==> src/rtl/rom_loader_pkg.sv <==
// Shared constants for the ROM burst loader: default widths
// and the loader FSM state encodings.
package rom_loader_pkg;

    localparam int DEF_DATA_WIDTH    = 16;
    localparam int DEF_ADDRESS_WIDTH = 16;
    localparam int DEF_FIFO_DEPTH    = 4;

    typedef logic [2:0] state_t;

    localparam logic [2:0] ST_IDLE       = 3'd0;
    localparam logic [2:0] ST_WAIT_INIT  = 3'd1;
    localparam logic [2:0] ST_WRITE_REQ  = 3'd2;
    localparam logic [2:0] ST_WRITE_WAIT = 3'd3;
    localparam logic [2:0] ST_READ_REQ   = 3'd4;
    localparam logic [2:0] ST_READ_WAIT  = 3'd5;
    localparam logic [2:0] ST_DONE       = 3'd6;

endpackage

==> src/rtl/rom_burst_loader_if.sv <==
// Loader-side and memory-encoder-side signals of rom_burst_loader.
// master: the loader core (drives ack, mem_*, status outputs).
// slave : the environment (external loader + memory encoder).
interface rom_burst_loader_if
    import rom_loader_pkg::*;
#(
    parameter int DATA_WIDTH    = DEF_DATA_WIDTH,
    parameter int ADDRESS_WIDTH = DEF_ADDRESS_WIDTH
);

    logic                     load;
    logic                     sck;
    logic [DATA_WIDTH-1:0]    input_data;
    logic                     ack;
    logic                     verify;
    logic                     mem_busy;
    logic                     mem_initialized;
    logic                     mem_request;
    logic                     mem_write_enable;
    logic [ADDRESS_WIDTH-1:0] mem_address;
    logic [DATA_WIDTH-1:0]    mem_write_data;
    logic [DATA_WIDTH-1:0]    mem_read_data;
    logic                     done;
    logic                     error;
    logic [ADDRESS_WIDTH-1:0] error_address;
    logic [ADDRESS_WIDTH:0]   word_count;

    modport master (
        input  load,
        input  sck,
        input  input_data,
        input  verify,
        input  mem_busy,
        input  mem_initialized,
        input  mem_read_data,
        output ack,
        output mem_request,
        output mem_write_enable,
        output mem_address,
        output mem_write_data,
        output done,
        output error,
        output error_address,
        output word_count
    );

    modport slave (
        output load,
        output sck,
        output input_data,
        output verify,
        output mem_busy,
        output mem_initialized,
        output mem_read_data,
        input  ack,
        input  mem_request,
        input  mem_write_enable,
        input  mem_address,
        input  mem_write_data,
        input  done,
        input  error,
        input  error_address,
        input  word_count
    );

endinterface

==> src/rtl/rom_burst_loader_fifo.sv <==
// sync_fifo: single-clock FIFO between loader strobes and memory writes.
// Ports: push/i_data write side, pop/o_data read side, full/empty flags.
module sync_fifo #(
    parameter int WIDTH = 16,
    parameter int DEPTH = 4
) (
    input  logic             clk,
    input  logic             reset_n,
    input  logic             push,
    input  logic [WIDTH-1:0] i_data,
    input  logic             pop,
    output logic [WIDTH-1:0] o_data,
    output logic             full,
    output logic             empty
);

    localparam int AW = $clog2(DEPTH);

    logic [WIDTH-1:0] r_mem [DEPTH];
    logic [AW:0]      r_wr_ptr;
    logic [AW:0]      r_rd_ptr;
    logic             w_push_ok;
    logic             w_pop_ok;

    // Extra pointer bit tells full apart from empty.
    assign empty = (r_wr_ptr == r_rd_ptr);
    assign full  = (r_wr_ptr[AW] != r_rd_ptr[AW]) &&
                   (r_wr_ptr[AW-1:0] == r_rd_ptr[AW-1:0]);

    assign w_push_ok = push && !full;
    assign w_pop_ok  = pop && !empty;
    assign o_data    = r_mem[r_rd_ptr[AW-1:0]];

    always_ff @(posedge clk or negedge reset_n) begin
        if (!reset_n) begin
            r_wr_ptr <= '0;
            r_rd_ptr <= '0;
        end else begin
            if (w_push_ok) begin
                r_wr_ptr <= r_wr_ptr + (AW+1)'(1);
            end
            if (w_pop_ok) begin
                r_rd_ptr <= r_rd_ptr + (AW+1)'(1);
            end
        end
    end

    always_ff @(posedge clk) begin
        if (w_push_ok) begin
            r_mem[r_wr_ptr[AW-1:0]] <= i_data;
        end
    end

endmodule

==> src/rtl/rom_burst_loader.sv <==
// Buffers words strobed in by an external loader and writes them to
// memory, optionally reading each back to check it.
// Ports: clk, reset_n (async, active low), bus (master modport).
module rom_burst_loader
    import rom_loader_pkg::*;
#(
    parameter int DATA_WIDTH    = DEF_DATA_WIDTH,
    parameter int ADDRESS_WIDTH = DEF_ADDRESS_WIDTH,
    parameter int FIFO_DEPTH    = DEF_FIFO_DEPTH,
    parameter int VERIFY_EN     = 1
) (
    input  logic              clk,
    input  logic              reset_n,
    rom_burst_loader_if.master bus
);

    localparam logic [ADDRESS_WIDTH:0] WC_MAX =
        {1'b1, {ADDRESS_WIDTH{1'b0}}};

    state_t                   r_state;
    logic                     r_load_s1;
    logic                     r_load_s2;
    logic                     r_load_s3;
    logic                     r_sck_s1;
    logic                     r_sck_s2;
    logic                     r_sck_s3;
    logic [ADDRESS_WIDTH-1:0] r_addr;
    logic [ADDRESS_WIDTH:0]   r_wc;
    logic [DATA_WIDTH-1:0]    r_wdata;
    logic                     r_we;
    logic                     r_verify;
    logic                     r_done;
    logic                     r_error;
    logic [ADDRESS_WIDTH-1:0] r_err_addr;
    logic                     r_busy_d;

    logic                     w_load_rise;
    logic                     w_sck_rise;
    logic                     w_active;
    logic                     w_issue;
    logic                     w_req_state;
    logic                     w_req;
    logic                     w_push;
    logic                     w_pop;
    logic                     w_busy_fall;
    logic                     w_full;
    logic                     w_empty;
    logic [DATA_WIDTH-1:0]    w_head;

    assign w_load_rise = r_load_s2 && !r_load_s3;
    assign w_sck_rise  = r_sck_s2 && !r_sck_s3;

    assign w_active = (r_state != ST_IDLE) && (r_state != ST_DONE);

    // A request is only ever issued to an idle, initialised encoder;
    // otherwise the request state simply holds.
    assign w_issue     = bus.mem_initialized && !bus.mem_busy;
    assign w_req_state = (r_state == ST_WRITE_REQ) ||
                         (r_state == ST_READ_REQ);
    assign w_req       = w_req_state && w_issue;
    assign w_pop       = (r_state == ST_WRITE_REQ) && w_issue;
    assign w_push      = w_active && r_load_s2 && w_sck_rise;

    // Read data is valid in the cycle busy drops.
    assign w_busy_fall = r_busy_d && !bus.mem_busy;

    assign bus.ack              = w_active && !w_full;
    assign bus.mem_request      = w_req;
    assign bus.mem_write_enable = r_we;
    assign bus.mem_address      = r_addr;
    assign bus.mem_write_data   = r_wdata;
    assign bus.done             = r_done;
    assign bus.error            = r_error;
    assign bus.error_address    = r_err_addr;
    assign bus.word_count       = r_wc;

    sync_fifo #(
        .WIDTH (DATA_WIDTH),
        .DEPTH (FIFO_DEPTH)
    ) u_fifo (
        .clk     (clk),
        .reset_n (reset_n),
        .push    (w_push),
        .i_data  (bus.input_data),
        .pop     (w_pop),
        .o_data  (w_head),
        .full    (w_full),
        .empty   (w_empty)
    );

    always_ff @(posedge clk or negedge reset_n) begin
        if (!reset_n) begin
            r_load_s1 <= 1'b0;
            r_load_s2 <= 1'b0;
            r_load_s3 <= 1'b0;
            r_sck_s1  <= 1'b0;
            r_sck_s2  <= 1'b0;
            r_sck_s3  <= 1'b0;
            r_busy_d  <= 1'b0;
        end else begin
            r_load_s1 <= bus.load;
            r_load_s2 <= r_load_s1;
            r_load_s3 <= r_load_s2;
            r_sck_s1  <= bus.sck;
            r_sck_s2  <= r_sck_s1;
            r_sck_s3  <= r_sck_s2;
            r_busy_d  <= bus.mem_busy;
        end
    end

    always_ff @(posedge clk or negedge reset_n) begin
        if (!reset_n) begin
            r_state    <= ST_IDLE;
            r_addr     <= '0;
            r_wc       <= '0;
            r_wdata    <= '0;
            r_we       <= 1'b0;
            r_verify   <= 1'b0;
            r_done     <= 1'b0;
            r_error    <= 1'b0;
            r_err_addr <= '0;
        end else begin
            unique case (r_state)
                ST_IDLE, ST_DONE: begin
                    if (w_load_rise) begin
                        r_state    <= ST_WAIT_INIT;
                        r_addr     <= '0;
                        r_wc       <= '0;
                        r_done     <= 1'b0;
                        r_error    <= 1'b0;
                        r_err_addr <= '0;
                        r_verify   <= (VERIFY_EN != 0) && bus.verify;
                    end
                end
                ST_WAIT_INIT: begin
                    if (!w_empty && w_issue) begin
                        r_wdata <= w_head;
                        r_we    <= 1'b1;
                        r_state <= ST_WRITE_REQ;
                    end else if (!r_load_s2 && w_empty) begin
                        r_done  <= 1'b1;
                        r_state <= ST_DONE;
                    end
                end
                ST_WRITE_REQ: begin
                    if (w_issue) begin
                        r_state <= ST_WRITE_WAIT;
                    end
                end
                ST_WRITE_WAIT: begin
                    if (w_busy_fall) begin
                        if (r_wc != WC_MAX) begin
                            r_wc <= r_wc + (ADDRESS_WIDTH+1)'(1);
                        end
                        if (r_verify) begin
                            r_we    <= 1'b0;
                            r_state <= ST_READ_REQ;
                        end else begin
                            r_addr  <= r_addr + ADDRESS_WIDTH'(1);
                            r_state <= ST_WAIT_INIT;
                        end
                    end
                end
                ST_READ_REQ: begin
                    if (w_issue) begin
                        r_state <= ST_READ_WAIT;
                    end
                end
                ST_READ_WAIT: begin
                    if (w_busy_fall) begin
                        // Only the first mismatch is recorded.
                        if (bus.mem_read_data != r_wdata) begin
                            r_error <= 1'b1;
                            if (!r_error) begin
                                r_err_addr <= r_addr;
                            end
                        end
                        r_addr  <= r_addr + ADDRESS_WIDTH'(1);
                        r_state <= ST_WAIT_INIT;
                    end
                end
                default: begin
                    r_state <= ST_IDLE;
                end
            endcase
        end
    end

endmodule
==> src/flat_wrapper.sv <==
// flat-port wrapper written by rule: the top's interface ports become plain ports
module rom_burst_loader_flat import rom_loader_pkg::*;
#(
    parameter int DATA_WIDTH    = DEF_DATA_WIDTH,
    parameter int ADDRESS_WIDTH = DEF_ADDRESS_WIDTH,
    parameter int FIFO_DEPTH    = DEF_FIFO_DEPTH,
    parameter int VERIFY_EN     = 1
)
  (clk, reset_n, bus_load, bus_sck, bus_input_data, bus_verify, bus_mem_busy, bus_mem_initialized, bus_mem_read_data, bus_ack, bus_mem_request, bus_mem_write_enable, bus_mem_address, bus_mem_write_data, bus_done, bus_error, bus_error_address, bus_word_count);
  rom_burst_loader_if #(.DATA_WIDTH(DATA_WIDTH), .ADDRESS_WIDTH(ADDRESS_WIDTH)) bus_i ();
  input  logic clk;
  input  logic reset_n;
  input wire logic [$bits(bus_i.load)-1:0] bus_load;
  input wire logic [$bits(bus_i.sck)-1:0] bus_sck;
  input wire logic [$bits(bus_i.input_data)-1:0] bus_input_data;
  input wire logic [$bits(bus_i.verify)-1:0] bus_verify;
  input wire logic [$bits(bus_i.mem_busy)-1:0] bus_mem_busy;
  input wire logic [$bits(bus_i.mem_initialized)-1:0] bus_mem_initialized;
  input wire logic [$bits(bus_i.mem_read_data)-1:0] bus_mem_read_data;
  output wire logic [$bits(bus_i.ack)-1:0] bus_ack;
  output wire logic [$bits(bus_i.mem_request)-1:0] bus_mem_request;
  output wire logic [$bits(bus_i.mem_write_enable)-1:0] bus_mem_write_enable;
  output wire logic [$bits(bus_i.mem_address)-1:0] bus_mem_address;
  output wire logic [$bits(bus_i.mem_write_data)-1:0] bus_mem_write_data;
  output wire logic [$bits(bus_i.done)-1:0] bus_done;
  output wire logic [$bits(bus_i.error)-1:0] bus_error;
  output wire logic [$bits(bus_i.error_address)-1:0] bus_error_address;
  output wire logic [$bits(bus_i.word_count)-1:0] bus_word_count;
  assign bus_i.load = bus_load;
  assign bus_i.sck = bus_sck;
  assign bus_i.input_data = bus_input_data;
  assign bus_i.verify = bus_verify;
  assign bus_i.mem_busy = bus_mem_busy;
  assign bus_i.mem_initialized = bus_mem_initialized;
  assign bus_i.mem_read_data = bus_mem_read_data;
  assign bus_ack = bus_i.ack;
  assign bus_mem_request = bus_i.mem_request;
  assign bus_mem_write_enable = bus_i.mem_write_enable;
  assign bus_mem_address = bus_i.mem_address;
  assign bus_mem_write_data = bus_i.mem_write_data;
  assign bus_done = bus_i.done;
  assign bus_error = bus_i.error;
  assign bus_error_address = bus_i.error_address;
  assign bus_word_count = bus_i.word_count;
  rom_burst_loader #(.DATA_WIDTH(DATA_WIDTH), .ADDRESS_WIDTH(ADDRESS_WIDTH), .FIFO_DEPTH(FIFO_DEPTH), .VERIFY_EN(VERIFY_EN)) u_core (.clk(clk), .reset_n(reset_n), .bus(bus_i));
endmodule
==> config.mk <==
export PLATFORM = sky130hd
export DESIGN_NAME = rom_burst_loader_flat
export DESIGN_NICKNAME = d
export VERILOG_FILES = /design/src/rtl/rom_loader_pkg.sv /design/src/rtl/rom_burst_loader_if.sv /design/src/rtl/rom_burst_loader_fifo.sv /design/src/rtl/rom_burst_loader.sv /design/src/flat_wrapper.sv
export SDC_FILE = /design/constraint.sdc
export NUM_CORES = 1
export LEC_CHECK = 0
export ABC_AREA = 1
export CAP_MARGIN = 15
export CORE_AREA = 5 5 158 145
export DETAILED_ROUTE_END_ITERATION = 16
export DIE_AREA = 0 0 163 150
export SYNTH_ARGS = -nofsm -noshare
export SYNTH_HDL_FRONTEND = slang
export SYNTH_SLANG_ARGS = --single-unit
==> constraint.sdc <==
create_clock -name clk -period 2.3 [get_ports clk]
set_clock_uncertainty 0.15 [all_clocks]
set_input_delay 0.575 -clock clk [delete_from_list [all_inputs] [get_ports clk]]
set_output_delay 0.575 -clock clk [all_outputs]
set_load 0.005 [all_outputs]
==> reports/qor.json <==
{
  "detailed_routing": {
    "antenna_violating_nets_post_route": 0,
    "drt-wirelength-per-cell_um": 14.2,
    "finalWirelength_um": 17800,
    "via_per_inst": 4.62,
    "met1Wirelength_um": 8250,
    "drt_first_iter_violations": 362,
    "met3_wirelength_um": 788,
    "detail_route.drc_violations": 0,
    "wl_met2_um": 8620,
    "routed.top_layer": "met4",
    "detailroute.via_count": 5811,
    "firstDrtPassIters": 6
  },
  "synth": {
    "async_flop_share_pct": 57.0,
    "netlist_instances": 812,
    "synth-edff-count": 64,
    "synthesis.area_um2": 7260,
    "synth-warning-count": 0,
    "mappedNetlistNets": 860,
    "synth_seq_area_share_pct": 55.7,
    "synth_ff_type": "sky130_fd_sc_hd__dfrtp_1",
    "synth.lib_cells_used.distinct": 37,
    "synth.ff_latch_count": 149,
    "synth_area_per_cell_um2": 8.94
  },
  "sta": {
    "final.setup.tns_ns": 0,
    "worst_pin_slew_ns": 0.537,
    "report.final.setup_viol": 0,
    "maxSlewHeadroom_pct": 64.1,
    "hold_viol_final": 0,
    "fin_worst_hold_slack_ns": 0.199,
    "period_needed_ns": 2.24,
    "worst_slack_ns": 0.0572,
    "final.period_utilization_pct": 97.5,
    "achievable_clock_frequency_ghz": 0.446,
    "drv_slew": 0
  },
  "critical_path": {
    "setup.worst_path.end_class": "output port",
    "worst_path_max_delay_cell": "sky130_fd_sc_hd__clkdlybuf4s50_1",
    "path_max_fanout": 2,
    "critPathRequiredTime_ns": 1.57,
    "worstPathCellList": "clkdlybuf4s50_1, inv_2, nand2_1, a21oi_1, clkdlybuf4s15_1",
    "crit_start": "bus_mem_busy",
    "max_stage_delay_ns": 0.44,
    "worst-endpoint-arrival_ns": 1.52,
    "r2r_setup_slack_ns": 0.17,
    "start_kind": "input port",
    "regToRegEndpoint": "u_core.bus.mem_address[8]",
    "reg2regPathDepth": 9,
    "ff_to_ff_start": "u_core.r_state[2]",
    "worst-setup-path-type": "in2out"
  },
  "outcome": {
    "run_status": "completed"
  },
  "cts": {
    "tritoncts": "yes",
    "h-tree-depth": 4,
    "cts-buffers-inserted": 17,
    "cts.sinks": 149,
    "cts.root.buffer_cell": "sky130_fd_sc_hd__clkbuf_16",
    "clock_latency_ns": 0.42,
    "clkSlewWorstSetupHoldPaths_ns": 0.06,
    "clock_path_buffers": 2
  },
  "pwr": {
    "peak_vdd_ir_uv": 559,
    "power.density_nw_per_um2": 1010,
    "static-leakage-power_nw": 3.97,
    "finalPower_mw": 9.63
  },
  "final_layout": {
    "post_route_cells_drive_above_1_share_pct": 11.2,
    "synthToLayoutAreaGrowth_pct": 31.4,
    "num-fill-cells": 2097,
    "final_net_count": 1001,
    "antenna_cells_inserted": 0,
    "design_area_um2": 9540,
    "finalNonFillerCells": 1257,
    "utilization_pct": 45.0
  },
  "floorplanning": {
    "die_height_um": 150,
    "io_pins": 109,
    "floorplan.die_area_um2": 24500,
    "initial_utilization_pct": 34.3,
    "row_count": 51,
    "floorplan.die.width_um": 163,
    "core_area_um2": 21200
  },
  "placement": {
    "numPlacedInstances": 1216,
    "detailedPlace.worstSlack_ns": -0.285,
    "detailed_place_hpwl_um": 12800,
    "io_buffers": 108,
    "placement.cell_area_um2": 8890,
    "gp_congestion": 0.840
  },
  "worst_hold_path": {
    "timing.hold.worst.start": "u_core.r_load_s1",
    "hold-path-cell-count": 0,
    "min_path_type": "reg2reg",
    "holdPathEnd": "u_core.r_load_s2"
  },
  "global_routing": {
    "pin_count_of_the_biggest_net_entering_global_routing": 47,
    "antenna_violations_before_repair": 0,
    "groute.usage.overall_pct": 15.1,
    "grt_first_pass_wirelength_um": 29200,
    "grt_overflow_total": 0,
    "grt_pass1_vias": 5662
  },
  "job": {
    "max_cap_viol_count": 0
  }
}
-- logic make-up after synthesis --
kind of cell             after synthesis  synth area share, %
AO/OA/AOI/OAI                         83                 6.99
XOR/XNOR                              21                 2.53
adder cells (fa/ha/maj)                9                 1.65
buffers and inverters                109                 6.51
flip-flops                           149                 55.7
multiplexers                           2                0.293
AND/OR/NAND/NOR                      439                 26.3
-- what timing repair did --
action,CTS,global route
hold buffers,1,0
endpoints found under the setup margin,2,19
setup buffers,0,8
pin swaps,1,4
resized for setup,11,7
endpoints found under the hold margin,20,0
-- worst max-delay path, delay by kind of cell --
kind | cells | cell delay, ns
AO/OA/AOI/OAI | 1 | 0.12
AND/OR/NAND/NOR | 1 | 0.07
buffers and inverters | 3 | 0.75
-- Yosys cell counts, types with 5 or more instances --
library cell / instances / area [µm²]
sky130_fd_sc_hd__nand2_1: 194 / 728
sky130_fd_sc_hd__nor2_1: 137 / 514
sky130_fd_sc_hd__dfrtp_1: 85 / 2130
sky130_fd_sc_hd__inv_1: 77 / 289
sky130_fd_sc_hd__edfxtp_1: 64 / 1920
sky130_fd_sc_hd__nand3_1: 41 / 205
sky130_fd_sc_hd__o21ai_0: 38 / 190
sky130_fd_sc_hd__nand4_1: 37 / 231
sky130_fd_sc_hd__a21oi_1: 21 / 105
sky130_fd_sc_hd__o32ai_1: 16 / 140
sky130_fd_sc_hd__xor2_1: 13 / 114
sky130_fd_sc_hd__nor3_1: 11 / 55.1
sky130_fd_sc_hd__buf_2: 9 / 45.0
sky130_fd_sc_hd__clkbuf_1: 9 / 33.8
sky130_fd_sc_hd__ha_1: 8 / 100
sky130_fd_sc_hd__xnor2_1: 8 / 70.1
sky130_fd_sc_hd__buf_6: 5 / 56.3
sky130_fd_sc_hd__nand2_2: 5 / 31.3
-- metal layers --
metal	GRT usage [%]	up-vias
met1	20.2	2719
li1	-	2977
met2	25.0	107
met3	3.28	8
met4	4.15	0
met5	0	-
-- placed cells by master, fill, tap and decap left out, types with 2 or more instances in the layout --
cell | Yosys | final
sky130_fd_sc_hd__a21oi_1 | 21 | 21
sky130_fd_sc_hd__buf_12 | 0 | 8
sky130_fd_sc_hd__buf_4 | 4 | 34
sky130_fd_sc_hd__clkbuf_1 | 9 | 2
sky130_fd_sc_hd__clkbuf_16 | 0 | 17
sky130_fd_sc_hd__clkbuf_8 | 0 | 2
sky130_fd_sc_hd__clkdlybuf4s50_1 | 0 | 105
sky130_fd_sc_hd__clkinv_4 | 0 | 2
sky130_fd_sc_hd__clkinvlp_4 | 0 | 4
sky130_fd_sc_hd__dfrtp_1 | 85 | 82
sky130_fd_sc_hd__dfrtp_2 | 0 | 3
sky130_fd_sc_hd__edfxtp_1 | 64 | 64
sky130_fd_sc_hd__ha_1 | 8 | 8
sky130_fd_sc_hd__inv_1 | 77 | 74
sky130_fd_sc_hd__inv_2 | 4 | 6
sky130_fd_sc_hd__inv_6 | 0 | 3
sky130_fd_sc_hd__inv_8 | 0 | 2
sky130_fd_sc_hd__nand2_1 | 194 | 192
sky130_fd_sc_hd__nand2_2 | 5 | 7
sky130_fd_sc_hd__nand3_1 | 41 | 40
sky130_fd_sc_hd__nand3_2 | 4 | 5
sky130_fd_sc_hd__nand3_4 | 2 | 2
sky130_fd_sc_hd__nand3b_1 | 2 | 2
sky130_fd_sc_hd__nand4_1 | 37 | 37
sky130_fd_sc_hd__nor2_1 | 137 | 136
sky130_fd_sc_hd__nor2_2 | 1 | 2
sky130_fd_sc_hd__nor2_4 | 2 | 2
sky130_fd_sc_hd__nor3_1 | 11 | 11
sky130_fd_sc_hd__o21ai_0 | 38 | 37
sky130_fd_sc_hd__o21ai_1 | 4 | 4
sky130_fd_sc_hd__o32ai_1 | 16 | 16
sky130_fd_sc_hd__xnor2_1 | 8 | 6
sky130_fd_sc_hd__xnor2_2 | 0 | 2
sky130_fd_sc_hd__xor2_1 | 13 | 13
-- report_power, final --
group / switching [mW] / internal, mW
logic: 2.13 / 1.52
registers: 0.280 / 3.10
clock network: 1.13 / 1.46
total: 3.54 / 6.09
-- worst max path at each step --
stage | cells after the start | endpoint
2_1_floorplan | 7 | u_core.u_fifo.r_mem[0][0]
3_3_place_gp | 5 | bus_mem_request
3_5_place_dp | 5 | bus_mem_request
4_1_cts | 4 | bus_mem_request
5_1_grt | 9 | u_core.bus.mem_address[12]
6_report | 5 | bus_mem_request
-- sequential cells by signal, summed over array words and instances (netlist names), 3 cells and up --
| register | flops |
|---|---|
| u_core.bus.mem_address | 16 |
| u_core.u_fifo.r_mem | 64 |
| u_core.bus.mem_write_data | 16 |
| u_core.u_fifo.r_rd_ptr | 3 |
| u_core.bus.error_address | 16 |
| u_core.r_state | 3 |
| u_core.bus.word_count | 17 |
| u_core.u_fifo.r_wr_ptr | 3 |
-- final cells by class --
cell class / instances / area, µm² / area share (%)
clock inverters: 11 / 92.6 / 0.970
flip-flops and latches: 149 / 4050 / 42.5
inverters: 81 / 308 / 3.23
repair buffers: 150 / 1490 / 15.6
well taps: 291 / 364 / 3.82
clock buffers: 21 / 460 / 4.83
multi-input cells: 554 / 2770 / 29.1
Power figures use the tool's default switching activity.
